File: config.mk
export PLATFORM = sky130hd
export DESIGN_NAME = vectored_intcontrol
export DESIGN_NICKNAME = d
export VERILOG_FILES = /design/src/rtl/nandy_int_pkg.sv /design/src/rtl/vectored_intcontrol_prio_enc.sv /design/src/rtl/vectored_intcontrol.sv
export SDC_FILE = /design/constraint.sdc
export NUM_CORES = 1
export LEC_CHECK = 0
export CAP_MARGIN = 20
export CORE_ASPECT_RATIO = 1.25
export CORE_MARGIN = 8
export CORE_UTILIZATION = 30
export DETAILED_ROUTE_END_ITERATION = 10
export GPL_TIMING_DRIVEN = 0
export SLEW_MARGIN = 20
export SYNTH_ARGS = -nofsm -noshare
export SYNTH_HDL_FRONTEND = slang
export SYNTH_HIERARCHICAL = 1
export SYNTH_SLANG_ARGS = --single-unit
File: constraint.sdc
create_clock -name clock -period 3.6 [get_ports clock]
set_input_delay 0.72 -clock clock [delete_from_list [all_inputs] [get_ports clock]]
set_output_delay 0.72 -clock clock [all_outputs]
set_load 0.02 [all_outputs]
File: src/rtl/nandy_int_pkg.sv
// Shared definitions for the Nandy interrupt controllers: id-width helper,
// lowest-set-bit search and default vector placement.
package nandy_int_pkg;

   localparam int          MAX_SRC             = 16;
   localparam int          MAX_IDW             = 4;
   localparam int          INT_VSHIFT_DEFAULT  = 2;
   localparam logic [15:0] INT_VECBASE_DEFAULT = 16'hFF00;

   typedef struct packed {
      logic               valid;
      logic [MAX_IDW-1:0] idx;
   } sel_t;

   // Index width for n sources; never zero so single-source builds still have a port.
   function automatic int IDW(input int n);
      return (n < 2) ? 1 : $clog2(n);
   endfunction

   function automatic sel_t lowest_set(input logic [MAX_SRC-1:0] vec);
      sel_t r;
      r = '0;
      for (int i = MAX_SRC - 1; i >= 0; i--) begin
         if (vec[i]) begin
            r.valid = 1'b1;
            r.idx   = MAX_IDW'(i);
         end
      end
      return r;
   endfunction

endpackage

File: src/rtl/vectored_intcontrol_prio_enc.sv
// Lowest-index-first priority encoder; index is 0 when nothing is requested.
module prio_enc
   import nandy_int_pkg::*;
#(
   parameter int N = 8,
   parameter int W = IDW(N)
) (
   input  logic [N-1:0] req,
   output logic [W-1:0] idx,
   output logic         valid
);

   logic [MAX_SRC-1:0] req_ext;
   sel_t               hit;

   // NOTE: every variable of a combinational block gets a default first, so no path leaves it holding a value (a latch).
   always_comb begin
      req_ext        = '0;
      req_ext[N-1:0] = req;
      hit            = lowest_set(req_ext);
      idx            = W'(hit.idx);
      valid          = hit.valid;
   end

endmodule

File: src/rtl/vectored_intcontrol.sv
// Multi-source vectored interrupt controller: synchronise, latch, prioritise and
// substitute the winning vector for the next PC at an instruction boundary.
module vectored_intcontrol
   import nandy_int_pkg::*;
#(
   parameter int              NSRC     = 8,
   parameter int              PCW      = 16,
   parameter logic [NSRC-1:0] EDGEMASK = '1,
   parameter logic [PCW-1:0]  VECBASE  = PCW'(INT_VECBASE_DEFAULT),
   parameter int              VSHIFT   = INT_VSHIFT_DEFAULT
) (
   input  logic                  clock,
   input  logic                  reset,
   input  logic [NSRC-1:0]       irq,
   input  logic [PCW-1:0]        pcin,
   input  logic                  boundary,
   input  logic                  ie,
   input  logic                  id,
   input  logic                  eoi,
   input  logic                  mask_we,
   input  logic [NSRC-1:0]       mask_din,
   output logic [PCW-1:0]        pcout,
   output logic [PCW-1:0]        retpc,
   output logic                  taken,
   output logic [IDW(NSRC)-1:0]  active_id,
   output logic                  ienabled,
   output logic                  istatus,
   output logic [NSRC-1:0]       pending
);

   logic [NSRC-1:0] sync1_q, sync1_d;
   logic [NSRC-1:0] sync2_q, sync2_d;
   logic [NSRC-1:0] prev_q, prev_d;
   logic [NSRC-1:0] pending_q, pending_d;
   logic [NSRC-1:0] inservice_q, inservice_d;
   logic [NSRC-1:0] mask_q, mask_d;
   logic            ienabled_q, ienabled_d;

   logic [NSRC-1:0]      above, elig, rise, sel_onehot, eoi_clr;
   logic [IDW(NSRC)-1:0] sel_idx, isv_idx;
   logic                 sel_valid, isv_valid;
   logic [PCW-1:0]       vector;

   prio_enc #(.N(NSRC)) u_isv_enc (
      .req   (inservice_q),
      .idx   (isv_idx),
      .valid (isv_valid)
   );

   // Only sources strictly more urgent than the current handler may pre-empt it.
   always_comb begin
      above = '1;
      if (isv_valid) begin
         for (int i = 0; i < NSRC; i++) begin
            above[i] = (i < int'(isv_idx));
         end
      end
      elig = pending_q & ~mask_q & above;
   end

   prio_enc #(.N(NSRC)) u_sel_enc (
      .req   (elig),
      .idx   (sel_idx),
      .valid (sel_valid)
   );

   always_comb begin
      taken      = boundary & ienabled_q & sel_valid;
      vector     = VECBASE + (PCW'(sel_idx) << VSHIFT);
      pcout      = taken ? vector : pcin;
      retpc      = pcin;
      sel_onehot = '0;
      if (taken) begin
         sel_onehot[sel_idx] = 1'b1;
      end
      eoi_clr = '0;
      if (eoi && isv_valid) begin
         eoi_clr[isv_idx] = 1'b1;
      end
   end

   always_comb begin
      sync1_d = irq;
      sync2_d = sync1_q;
      prev_d  = sync2_q;
      rise    = sync2_q & ~prev_q;
      // Edge sources: a fresh edge beats the take-clear. Level sources track sync2.
      pending_d   = (EDGEMASK & ((pending_q & ~sel_onehot) | rise))
                  | (~EDGEMASK & sync2_q);
      inservice_d = (inservice_q & ~eoi_clr) | sel_onehot;
      mask_d      = mask_we ? mask_din : mask_q;
      ienabled_d  = ienabled_q;
      if (ie) begin
         ienabled_d = 1'b1;
      end
      if (id || taken) begin
         ienabled_d = 1'b0;
      end
   end

   // NOTE: sequential state uses non-blocking assignments so every flop samples pre-edge values.
   always_ff @(posedge clock or negedge reset) begin
      if (!reset) begin
         sync1_q     <= '0;
         sync2_q     <= '0;
         prev_q      <= '0;
         pending_q   <= '0;
         inservice_q <= '0;
         mask_q      <= '1;
         ienabled_q  <= 1'b0;
      end else begin
         sync1_q     <= sync1_d;
         sync2_q     <= sync2_d;
         prev_q      <= prev_d;
         pending_q   <= pending_d;
         inservice_q <= inservice_d;
         mask_q      <= mask_d;
         ienabled_q  <= ienabled_d;
      end
   end

   assign pending   = pending_q;
   assign ienabled  = ienabled_q;
   assign istatus   = |inservice_q;
   assign active_id = isv_idx;

endmodule

Word-level counts from Yosys, hierarchy flattened:

Index checks and enable logic that the tools add are counted.

* word-level logic and storage cells: 64
* bits in registers: 49

* add/subtract/negate cells: 1
* reductions and logical operators: 6
* magnitude comparators: 11
* muxes and demuxes: 26
* bitwise logic cells: 13

Operators with widths (count)
* $mux W5: 16
* $and A8 B8 Y8: 5
* $not A8 Y8: 4
* $mux W8: 3
* $mux W16: 1
* $or A8 B8 Y8: 2
* $add A9 B6 Y10 const A: 1
* $lt A3 B3 Y1 const A: 3
* $lt A3 B4 Y1 const B: 2
* $reduce_or A8 Y1: 1
* $demux W1 S3: 2
* $ge A3 B1 Y1 const B: 2
* $lt A1 B3 Y1 const A: 2
* $lt A2 B3 Y1 const A: 2
* $mux W1: 4
* $logic_and A1 B1 Y1: 3
* $and A1 B1 Y1: 2
* $reduce_bool A2 Y1: 1
* $logic_or A1 B1 Y1: 1

Logic depth before layout (Yosys ltp):

Gate-level depths: netlist of the first run.

* word-level depth: 27
* depth in mapped cells: 12
* mapped depth without buffers: 11

By module:

The synthesis of the first run kept the hierarchy.

By module, submodules not included
* vectored_intcontrol: area an instance 2052.0 um^2, instances 1, cells an instance 178
* prio_enc: area an instance 82.6 um^2, instances 2, cells an instance 14

Least setup slack after synthesis of the first run:

No wires, ideal clock.

* path kind: register to output
* start: reg inservice_q[0]
* end: out pcout[2]
* data arrival time: 3.116 ns
* path buffers: 0
* stages on the path, launching flop included: 10
* slack: -0.236 ns
* cell sequence: dfrtp_1 -> o41ai_1 -> inv_1 -> a311oi_1 -> nor2_1 -> nand3_1 -> nand3_2 -> inv_1 -> nor2_1 -> nor2_1

* elaborated cells on any way between the ends: 21

RTL lines
* from (decl): line vectored_intcontrol.sv:35 `logic [NSRC-1:0] inservice_q, inservice_d;`
* from (signal assigned): line vectored_intcontrol.sv:116 `inservice_q <= inservice_d;`
* $mux W5: line nandy_int_pkg.sv:24 `if (vec[i]) begin`
* via active_id[0]: line vectored_intcontrol.sv:25 `output logic [IDW(NSRC)-1:0] active_id,`
* $lt A1 B3 Y1: line vectored_intcontrol.sv:55 `above[i] = (i < int'(isv_idx));`
* $mux W8: line vectored_intcontrol.sv:53 `if (isv_valid) begin`
* $and A8 B8 Y8: line vectored_intcontrol.sv:58 `elig = pending_q & ~mask_q & above;`
* via elig[0]: line vectored_intcontrol.sv:39 `logic [NSRC-1:0] above, elig, rise, sel_onehot, eoi_clr;`
* $mux W5: line nandy_int_pkg.sv:24
* via sel_valid: line vectored_intcontrol.sv:41 `logic sel_valid, isv_valid;`
* $and A1 B1 Y1: line vectored_intcontrol.sv:68 `taken = boundary & ienabled_q & sel_valid;`
* via taken: line vectored_intcontrol.sv:24 `output logic taken,`
* $mux W16: line vectored_intcontrol.sv:70 `pcout = taken ? vector : pcin;`
* to (decl): line vectored_intcontrol.sv:22 `output logic [PCW-1:0] pcout,`

The timed path passes the listed nets, and every way through them passes these cells.

Worst setup path after layout of the first run:

* start: reg inservice_q[4]
* end: out pcout[2]

* elaborated cells on any way between the ends: 25

RTL lines
* $mux W5 * (5 in a row): line nandy_int_pkg.sv:24
* $lt A1 B3 Y1: line vectored_intcontrol.sv:55
* $mux W8 *: line vectored_intcontrol.sv:53
* $and A8 B8 Y8 *: line vectored_intcontrol.sv:58
* via elig[0]: line vectored_intcontrol.sv:39
* $mux W5 *: line nandy_int_pkg.sv:24
* via sel_idx[0]: line vectored_intcontrol.sv:40 `logic [IDW(NSRC)-1:0] sel_idx, isv_idx;`
* $add A9 B6 Y10 *: line vectored_intcontrol.sv:69 `vector = VECBASE + (PCW'(sel_idx) << VSHIFT);`
* $mux W16 *: line vectored_intcontrol.sv:70

The timed path passes the listed nets; every way through them passes the cells marked *.

==> results of run 1 <==
==> synth_stat cells (all sizes together) <==
cell type  number
nand3b          1
and2            5
nor4            4
nand3           5
and3b           2
clkbuf          1
buf            20
a311oi          1
nor3            1
a21oi           9
o41ai           2
nand2          22
nor2           13
dfstp           8
and4            1
a21boi          2
a22o            6
o21ai          13
dfrtp          41
nand4           1
o31ai           4
nand2b          7
mux2            8
inv            13
and4b           1
or2b            8
nor2b           5
nor3b           2
==> stage by stage <==
step                TNS, ps  setup slack [ps]
global placement      -3650              -360
finish                    0               108
global route          -99.6             -79.9
CTS                    -395              -150
detailed placement    -4080              -379
floorplan                 0               110
==> state kept, by name, summed over array words and instances (netlist names) <==
name	flops
prev_q	8
inservice_q	8
mask_q	8
sync1_q	8
pending	8
prev_d	8
ienabled	1
==> power by group through the flow <==
stage | clock network [mW] | logic [mW] | registers (mW)
floorplan | 0 | 0.656 | 0.724
global placement | 0 | 1.06 | 0.711
detailed placement | 0 | 1.07 | 0.712
CTS | 0.358 | 1.21 | 0.714
global route | 0.375 | 1.49 | 0.727
finish | 0.342 | 1.37 | 0.714
==> timing repair <==
| action | CTS | global route |
|---|---|---|
| buffers inserted | 6 | 7 |
| endpoints found under the hold margin | 0 | 0 |
| gates cloned | 0 | 0 |
| pin swaps | 6 | 5 |
| endpoints found under the setup margin | 17 | 17 |
| gates resized for setup | 34 | 50 |
==> cell type report <==
type,count,area [sq um]
Buffer,20,153
Timing Repair Buffer,97,862
Sequential cell,49,1240
Inverter,13,48.8
Clock inverter,2,17.5
Tap cell,92,115
Fill cell,719,3820
Clock buffer,6,82.6
Multi-Input combinational cell,123,926
==> per-layer routing <==
metal	part of all wire [%]	routed length, um	GRT usage, %	vias to the layer above
met5	0	0	0	-
met4	1.6	90	4.74	0
met3	4.1	238	2.87	8
met2	56	3220	20.3	40
met1	39	2240	12.2	879
li1	-	-	-	888
==> logic make-up after synthesis <==
logic type	synth area share [%]
multiplexers	4.06
flip-flops	55.8
AO/OA/AOI/OAI	11.3
AND/OR/NAND/NOR	19.8
buffers and inverters	9.03
==> critical path, cell delays in order, from the launching register on <==
cell      delay [ps]
dfrtp_2          440
nor4_4           290
and3b_2          330
nor2_4           140
a311oi_2         130
buf_4            170
buf_4            130
o41ai_4          250
and4b_2          310
nor2_1           100
clkbuf_2         180
==> how the worst min path moves through the flow <==
stage / from / end / cells after the start
4_1_cts: sync1_q[2]$_DFF_PN0_ / prev_d[2]$_DFF_PN0_ / 0
3_3_place_gp: sync1_q[4]$_DFF_PN0_ / prev_d[4]$_DFF_PN0_ / 0
2_1_floorplan: sync1_q[0]$_DFF_PN0_ / prev_d[0]$_DFF_PN0_ / 0
3_5_place_dp: sync1_q[2]$_DFF_PN0_ / prev_d[2]$_DFF_PN0_ / 0
5_1_grt: sync1_q[7]$_DFF_PN0_ / prev_d[7]$_DFF_PN0_ / 0
6_report: sync1_q[2]$_DFF_PN0_ / prev_d[2]$_DFF_PN0_ / 0
==> summary.md, run 1 <==
| Metric | Value |
|---|---|
| Run status | finished clean |
| Synth warn | 6 |
| CTS root buf | clkbuf_8 |
| Slew Viols, Final | 0 |
| Internal | 1.43 mW |
| Mean Syn Cell Area | 10.8 sq um |
| Cells after DPL | 382 |
| Register bit total from synthesis | 49 |
| Reg2Reg Depth | 11 |
| Pwr dens | 703 nW/um^2 |
| HP Class | flip-flop to flip-flop |
| Initial antenna violation count | 0 |
| # port buffers | 83 |
| RSZ-0062 raised after global routing | true |
| Sink Count | 49 |
| Synth top area cells | dfrtp_1 46%, dfstp_2 9.5%, buf_4 5.4% |
| Largest net degree at the start of global routing | 31 |
| CTS Hold Bufs | 0 |
| Critical path capture point type | primary output |
| Synth cell types | 35 |
| CP Launch Type | flip-flop |
| F_max | 286 MHz |
| Fin nets | 348 |
| Worst slew pin tran | 464 ps |
| Drt via density | 4.51 |
| Clk pwr share | 14.1% |
| Synth top area share | 46.3% |
| Wire per inst | 14.4 um |
| Final cell count without fillers | 402 |
| Mapped Cells | 206 |
| VDD IR max | 0.000299 V |
| Clock input transition at the sequential cells of the worst setup and hold paths | 90 ps |
| Synthesized area | 2220 sq um |
| Design area | 3450 sq um |
| Largest area contributor in the netlist | dfrtp_1 |
| Drt drc | 0 |
| Switching share of power | 40.9% |
| Reg2reg start | inservice_q[4]$_DFF_PN0_ |
| Slew HR | 69.1% |
| Reg-to-reg setup timing slack | 870 ps |
| First-pass detailed-route iteration total | 6 |
| Fin Hold WS | 353 ps |
| Num rows | 35 |
| Final antenna-violating net count | 0 |
| Syn nets | 245 |
| Grt total ovfl | 0 |
| Io pins | 85 |
| Maxcap violations | 0 |
| Total power | 2.42 mW |
| Vias in the first global route | 1,805 |
| WS Path Type | flip-flop to primary output |
| Area grow syn2layout | 55.5% |
| Antenna cells | 0 |
| Vias | 1,815 |
| RePlAce Congestion | 0.734 |
| Full die area | 10,400 sq um |
| 1st-iter DRT viols | 95 |
| Leak pwr | 1.54 nW |
| Latest clock arrival within the worst-skew pair | 300 ps |
| Commonest non-fill, non-tap cell in the layout | clkdlybuf4s50_1 |
| CP startpoint | inservice_q[4]$_DFF_PN0_ |
| Final setup viols | 0 |
| Combinational share of power | 56.4% |
| Switch Pwr | 0.992 mW |
| Most frequent cells in the layout | 65 x clkdlybuf4s50_1, 36 x dfrtp_1, 29 x buf_4 |
| Initial Util | 30.5% |
| Share of layout cells above drive strength 1 | 34.8% |
| CTS Buf Count | 5 |
| Final Hold Viols | 0 |
| Max Root-Sink Buffers | 2 |
| Final Util | 47.4% |
| Sequential area share after synthesis | 55.8% |
| H-tree level count | 2 |
| Final wirelength | 5790 um |
| CTS tree | done |
| Part of the power in registers | 29.5% |
| Crit-path max FO | 8 |
| Worst EP arrival | 2770 ps |
| Critical path endpoint | pcout[2] |
| DP Wirelength | 4540 um |
| CP Data Required Time | 2880 ps |
| Reg-to-reg endpoint | pending[5]$_DFF_PN0_ |
| Clk_skew | 7.13 ps |
| First-pass GRT wire length | 9360 um |
| Fin crit share | 97.0% |
| Core Area | 7270 sq um |
| Die Y | 112 um |
| GRT Total Usage | 11.3% |
| Placement Cell Area | 3190 sq um |
| Final min period | 3490 ps |
| Die Width | 92.9 um |
No activity file was read; power rests on OpenSTA's default activity.
==> run 2, diff against run 1 <==
Settings changed: CORE_MARGIN 8 to not set.
==> run 2 against run 1 <==
Against the previous run: global-route usage up 3.4 points; non-clock buffer count stayed put; worst hold slack got worse by 0.84 ps; count of clock-buffer cells in the layout up 1; sequential share of layout area shrank 0.24 points; sequential power about the same; die area fell by 26%; combinational power is 3% lower; largest power group unchanged.
==> summary.md, run 2 (synthesis results as in run 1) <==
| Metric | Value |
|---|---|
| Switching share of power | 39.5% (-1.4 points) |
| Most frequent cells in the layout | 65 x clkdlybuf4s50_1, 35 x dfrtp_1, 29 x buf_4 |
| Reg-to-reg endpoint | pending[4]$_DFF_PN0_ |
| Initial Util | 31.4% (+0.90 points) |
| Reg2Reg Depth | 13 (+2) |
| Worst slew pin tran | 455 ps (-8.89 ps) |
| Slew HR | 69.7% (+0.59 points) |
| Area grow syn2layout | 56.7% |
| Num rows | 34 (-2.9%) |
| Share of layout cells above drive strength 1 | 34.8% (unchanged) |
| TNS Setup | 0 ps (unchanged) |
| GRT Total Usage | 14.7% (+3.4 points) |
| Drt via density | 4.47 (-0.94%) |
| Part of the power in registers | 29.2% (-0.3 points) |
| Met2 wire len | 2910 um (-9.7%) |
| Sink Count | 49 (unchanged) |
| Fin nets | 348 (unchanged) |
| DRT met1 WL | 2240 um (+0.27%) |
| Max Root-Sink Buffers | 2 (unchanged) |
| Critical path capture point type | primary output |
| Clock input transition at the sequential cells of the worst setup and hold paths | 80 ps (about the same) |
| Final Util | 49.2% (+1.8 points) |
| Leak pwr | 1.54 nW (+0.25%) |
| Final setup viols | 0 (unchanged) |
| H-tree level count | 2 (unchanged) |
| # port buffers | 83 (unchanged) |
| Pwr dens | 705 nW/um^2 (+0.28%) |
| Final wirelength | 5390 um (-6.8%) |
| Final cell count without fillers | 400 (-0.50%) |
| Die Y | 98.1 um (-12%) |
| Clk pwr share | 16.3% (+2.2 points) |
| Hold path depth | 0 (unchanged) |
| Final antenna-violating net count | 0 (unchanged) |
| Commonest non-fill, non-tap cell in the layout | clkdlybuf4s50_1 |
| WL met3 | 194 um (-18%) |
| Die Width | 78.9 um (-15%) |
| DP Wirelength | 4130 um (-9.1%) |
| Run status | finished clean |
| Crit-path max FO | 10 (+2) |
| CTS tree | done |
| Worst EP arrival | 2830 ps (+60 ps) |
| Cells after DPL | 380 (-0.52%) |
| Antenna cells | 0 (unchanged) |
| Full die area | 7740 sq um (-26%) |
| WS Path Type | flip-flop to primary output |
| Core Area | 7060 sq um (-2.9%) |
| Hold_sp | sync1_q[5]$_DFF_PN0_ |
| Vias in the first global route | 1,787 (-1.0%) |
| Hold Path End | prev_d[5]$_DFF_PN0_ |
| CP Data Required Time | 2880 ps (about the same) |
| RSZ-0062 raised after global routing | true |
| Reg2reg start | inservice_q[6]$_DFF_PN0_ |
| Reg-to-reg setup timing slack | 830 ps (-40 ps) |
| Final min period | 3550 ps (+56.4 ps) |
| Latest clock arrival within the worst-skew pair | 300 ps (about the same) |
| 1st-iter DRT viols | 40 (-58%) |
| RePlAce Congestion | 0.755 (+2.9%) |
| Final WS setup | 51.1 ps (-56.4 ps) |
| Internal | 1.48 mW (+3.5%) |
| Drt drc | 0 (unchanged) |
| Grt total ovfl | 0 (unchanged) |
| Final Hold Viols | 0 (unchanged) |
| Wire per inst | 13.5 um (-6.3%) |
| Vias | 1,789 (-1.4%) |
| Fin crit share | 98.6% (+1.6 points) |
| Slew Viols, Final | 0 (unchanged) |
| Clk_skew | 4.85 ps (-2.27 ps) |
| CP Launch Type | flip-flop |
| Largest net degree at the start of global routing | 32 (+3.2%) |
| Io pins | 85 (unchanged) |
| HP Class | flip-flop to flip-flop |
| First-pass GRT wire length | 8630 um (-7.7%) |
| F_max | 282 MHz (-1.6%) |
| Max Used Layer | met4 |
| CTS Buf Count | 5 (unchanged) |
| CTS Hold Bufs | 0 (unchanged) |
| Placement Setup Slack | -415 ps (-36.4 ps) |
| CTS root buf | clkbuf_8 |
| Initial antenna violation count | 0 (unchanged) |
| First-pass detailed-route iteration total | 6 (unchanged) |
| Maxcap violations | 0 (unchanged) |
| Switch Pwr | 0.968 mW (-2.4%) |
| Combinational share of power | 54.5% (-1.9 points) |
| VDD IR max | 0.000389 V (+30%) |
==> run 2: cell types whose count changed in the layout (fill, tap and decap cells not counted), sizes merged <==
| cell | previous run | this run |
|---|---|---|
| clkinv | 1 | 0 |
| clkdlybuf4s15 | 0 | 2 |
| dlygate4sd2 | 1 | 2 |
| buf | 35 | 37 |
| clkbuf | 22 | 18 |
| inv | 14 | 13 |
| bufinv | 0 | 1 |
==> run 2: worst max path at each step <==
stage / start / end / slack [ps] / depth (start not counted)
floorplan: inservice_q[0]$_DFF_PN0_ / pcout[2] / 110 / 11
CTS: inservice_q[1]$_DFF_PN0_ / pcout[15] / 3 / 12
detailed placement: inservice_q[6]$_DFF_PN0_ / pcout[2] / -420 / 9
global route: inservice_q[6]$_DFF_PN0_ / pcout[5] / -80 / 10
global placement: inservice_q[6]$_DFF_PN0_ / pcout[2] / -420 / 9
finish: inservice_q[6]$_DFF_PN0_ / pcout[5] / 50 / 12
==> run 2: worst max-delay path: stages, from the launching register on <==
cell           delay, ps
dfrtp_2              450
inv_1                 80
a21oi_2               70
o41ai_4              450
buf_4                210
nand3_1               90
a21oi_2              220
nor4_2                90
nand3_2              120
nand3_4              120
buf_8                160
and2_2               170
dlygate4sd2_1        310
==> run 2: power by group through the flow <==
| stage | registers [mW] | logic (mW) | clock network [mW] |
|---|---|---|---|
| 2_1_floorplan | 0.724 | 0.656 | 0 |
| 3_3_place_gp | 0.710 | 1.05 | 0 |
| 3_5_place_dp | 0.714 | 1.07 | 0 |
| 4_1_cts | 0.717 | 1.30 | 0.414 |
| 5_1_grt | 0.729 | 1.43 | 0.434 |
| 6_report | 0.716 | 1.33 | 0.400 |
==> run 2: metrics by stage <==
step | hold WS (ps) | cell area [sq um] | power [mW]
CTS | 355 | 3490 | 2.43
global placement | 332 | 3180 | 1.76
global route | 358 | 3470 | 2.59
floorplan | 331 | 2230 | 1.38
detailed placement | 335 | 3190 | 1.78
finish | 352 | 3470 | 2.45
==> run 2: layout make-up <==
cell class              instances  area, sq um
fillers                       690         3590
flip-flops and latches         49         1240
multi-input cells             123          918
repair buffers                 97          877
plain buffers                  20          156
well taps                      90          113
clock buffers                   7         86.3
inverters                      13         48.8
clock inverters                 1         30.0
==> run 2: what timing repair did <==
action / CTS / global route
pin swaps: 8 / 6
setup buffers: 10 / 3
resized for setup: 60 / 24
endpoints found under the setup margin: 17 / 16
==> run 2: routing by layer <==
metal	up-vias	global-route usage [%]
met5	-	0
met4	0	4.62
met3	4	2.80
met2	38	27.0
met1	863	17.0
li1	884	-
==> run 3, diff against run 2 <==
Settings changed: CORE_MARGIN set to 10, GPL_TIMING_DRIVEN 0 to not set.
==> run 3 against run 2 <==
Against the previous run: critical path depth fell by 3; count of clock-buffer cells in the layout did not move; final area down 7.2%; routed wire length grew 9.0%; clock skew increased by 4.3 ps; die area is 45% higher; via count down 4.6%; flip-flop and latch count unchanged; critical path type unchanged; largest cell class unchanged.
==> summary.md, run 3 (synthesis results as in run 1) <==
| Metric | Value |
|---|---|
| Run status | finished clean |
| # port buffers | 84 (+1.2%) |
| CP peak stage delay | 460 ps (about the same) |
| Cells after DPL | 374 (-1.6%) |
| WS Path Type | flip-flop to primary output |
| Slew HR | 59.4% (-10 points) |
| Final antenna-violating net count | 0 (unchanged) |
| Final wirelength | 5880 um (+9.0%) |
| Reg-to-reg setup timing slack | 800 ps (-30 ps) |
| Maxcap violations | 0 (unchanged) |
| CP dominant cell by count | nor2_1 |
| First-pass detailed-route iteration total | 4 (-2) |
| Share of layout cells above drive strength 1 | 26.0% (-8.8 points) |
| Sink Count | 49 (unchanged) |
| Fin crit share | 97.1% (-1.5 points) |
| Placement Setup Slack | 17.9 ps (+433 ps) |
| Final setup viols | 0 (unchanged) |
| Antenna cells | 0 (unchanged) |
| Fin nets | 330 (-5.2%) |
| Largest net degree at the start of global routing | 50 (+56%) |
| RSZ-0062 raised after global routing | true |
| Worst EP arrival | 2780 ps (-50 ps) |
| Final Hold Viols | 0 (unchanged) |
| DP Wirelength | 4630 um (+12%) |
| Final min period | 3500 ps (-53.8 ps) |
| Worst path bufs/invs | 2 (-2) |
| Worst slew pin tran | 610 ps (+155 ps) |
| First-pass GRT wire length | 9300 um (+7.8%) |
| Critical path capture point type | primary output |
| Pwr dens | 700 nW/um^2 (-0.71%) |
| Grt total ovfl | 0 (unchanged) |
| HP Class | flip-flop to flip-flop |
| CP Data Required Time | 2880 ps (about the same) |
| Most frequent cells in the layout | 66 x clkdlybuf4s50_1, 39 x dfrtp_1, 22 x nand2_1 |
| Critical path cell sequence | nor4_4 > and3b_2 > nor2_1 > a311oi_2 > buf_4 > o41ai_2 > and4b_2 > nor2_1 > clkbuf_2 |
| CTS Hold Bufs | 0 (unchanged) |
| Commonest non-fill, non-tap cell in the layout | clkdlybuf4s50_1 |
| Drt drc | 0 (unchanged) |
| CTS Buf Count | 5 (unchanged) |
| Wire per inst | 15.3 um (+14%) |
| Io pins | 85 (unchanged) |
| Drt via density | 4.45 (-0.61%) |
| Crit path max-delay cell type | dfrtp_2 |
| Final WS setup | 105 ps (+53.8 ps) |
| Die Y | 116 um (+18%) |
| Die Width | 96.9 um (+23%) |
| Clk_skew | 9.18 ps (+4.33 ps) |
| Num rows | 35 (+2.9%) |
| Top delay family on crit path | simple AND/OR/NAND/NOR gates |
| Core Area | 7270 sq um (+2.9%) |
| 1st-iter DRT viols | 76 (+90%) |
| CTS root buf | clkbuf_8 |
| VDD IR max | 0.000381 V (-2.1%) |
| Max Root-Sink Buffers | 2 (unchanged) |
| CTS tree | done |
| Fin Hold WS | 343 ps (-8.54 ps) |
| Clock input transition at the sequential cells of the worst setup and hold paths | 90 ps (about the same) |
| H-tree level count | 2 (unchanged) |
| Area grow syn2layout | 45.4% |
| Initial Util | 30.5% (-0.90 points) |
| Full die area | 11,300 sq um (+45%) |
| CP Launch Type | flip-flop |
| Initial antenna violation count | 0 (unchanged) |
| F_max | 286 MHz (+1.5%) |
| Leak pwr | 1.43 nW (-7.0%) |
| Vias | 1,707 (-4.6%) |
| GRT Total Usage | 10.1% (-4.7 points) |
| Final cell count without fillers | 384 (-4.0%) |
| Latest clock arrival within the worst-skew pair | 300 ps (about the same) |
| Slew Viols, Final | 0 (unchanged) |
| Fillers | 734 (+6.4%) |
| Total power | 2.26 mW (-7.9%) |
| Vias in the first global route | 1,864 (+4.3%) |
| Crit-path max FO | 7 (-3) |
| RePlAce Congestion | 0.882 (+17%) |
==> run 3: cell types whose count changed in the layout (fill, tap and decap cells not counted), moves of 2 or more <==
| cell | change |
|---|---|
| dfrtp_1 | +4 |
| o21ai_1 | +2 |
| buf_4 | -14 |
| a21oi_1 | +5 |
| a21oi_2 | -5 |
| clkbuf_2 | +5 |
| dfrtp_2 | -4 |
| buf_2 | -5 |
==> run 3: per-layer routing <==
layer | wire, um | vias to the layer above | GRT usage (%)
met1 | 2400 | 816 | 11.1
met5 | 0 | - | 0
met3 | 195 | 4 | 2.54
met4 | 67 | 0 | 3.74
li1 | - | 852 | -
met2 | 3210 | 35 | 18.3
==> run 3: area by class of cell <==
class,instances,area [sq um],area share [%]
timing repair buffer,99,882,27.4
inverter,13,48.8,1.51
multi-input combinational,123,853,26.5
sequential,49,1240,38.4
tap,92,115,3.57
clock buffer,7,76.3,2.37
clock inverter,1,8.76,0.272
==> run 3: per-stage QoR <==
| stage | instance area, sq um | setup TNS [ps] | utilization (%) |
|---|---|---|---|
| after floorplan | 2230 | 0 | - |
| after global placement | 3130 | 0 | 43.0 |
| after detailed placement | 3130 | 0 | 43.0 |
| after CTS | 3230 | 0 | 44.4 |
| after global routing | 3220 | -91.4 | 44.3 |
| final | 3220 | 0 | 44.3 |
==> run 3: power breakdown <==
group          internal, mW  switching, mW  total [mW]
combinational         0.565          0.663        1.23
sequential            0.633         0.0770       0.711
clock                 0.139          0.179       0.319
total                  1.34          0.919        2.26
==> run 3: repair_timing <==
| item | CTS | global route |
|---|---|---|
| buffers inserted | 0 | 2 |
| endpoints found under the setup margin | 17 | 17 |
| resized for setup | 28 | 40 |
| pin swaps | 1 | 4 |
| cloned | 0 | 0 |
==> run 3: final timing paths <==
check,end,cells after the start,startpoint
worst min-delay path,prev_d[3]$_DFF_PN0_,0,sync1_q[3]$_DFF_PN0_
worst max-delay path,pcout[2],9,inservice_q[4]$_DFF_PN0_
min in group asynchronous,sync1_q[7]$_DFF_PN0_,1,reset
worst min register to register,prev_d[3]$_DFF_PN0_,0,sync1_q[3]$_DFF_PN0_
max in group asynchronous,inservice_q[4]$_DFF_PN0_,1,reset
worst max register to register,pending[5]$_DFF_PN0_,10,inservice_q[4]$_DFF_PN0_
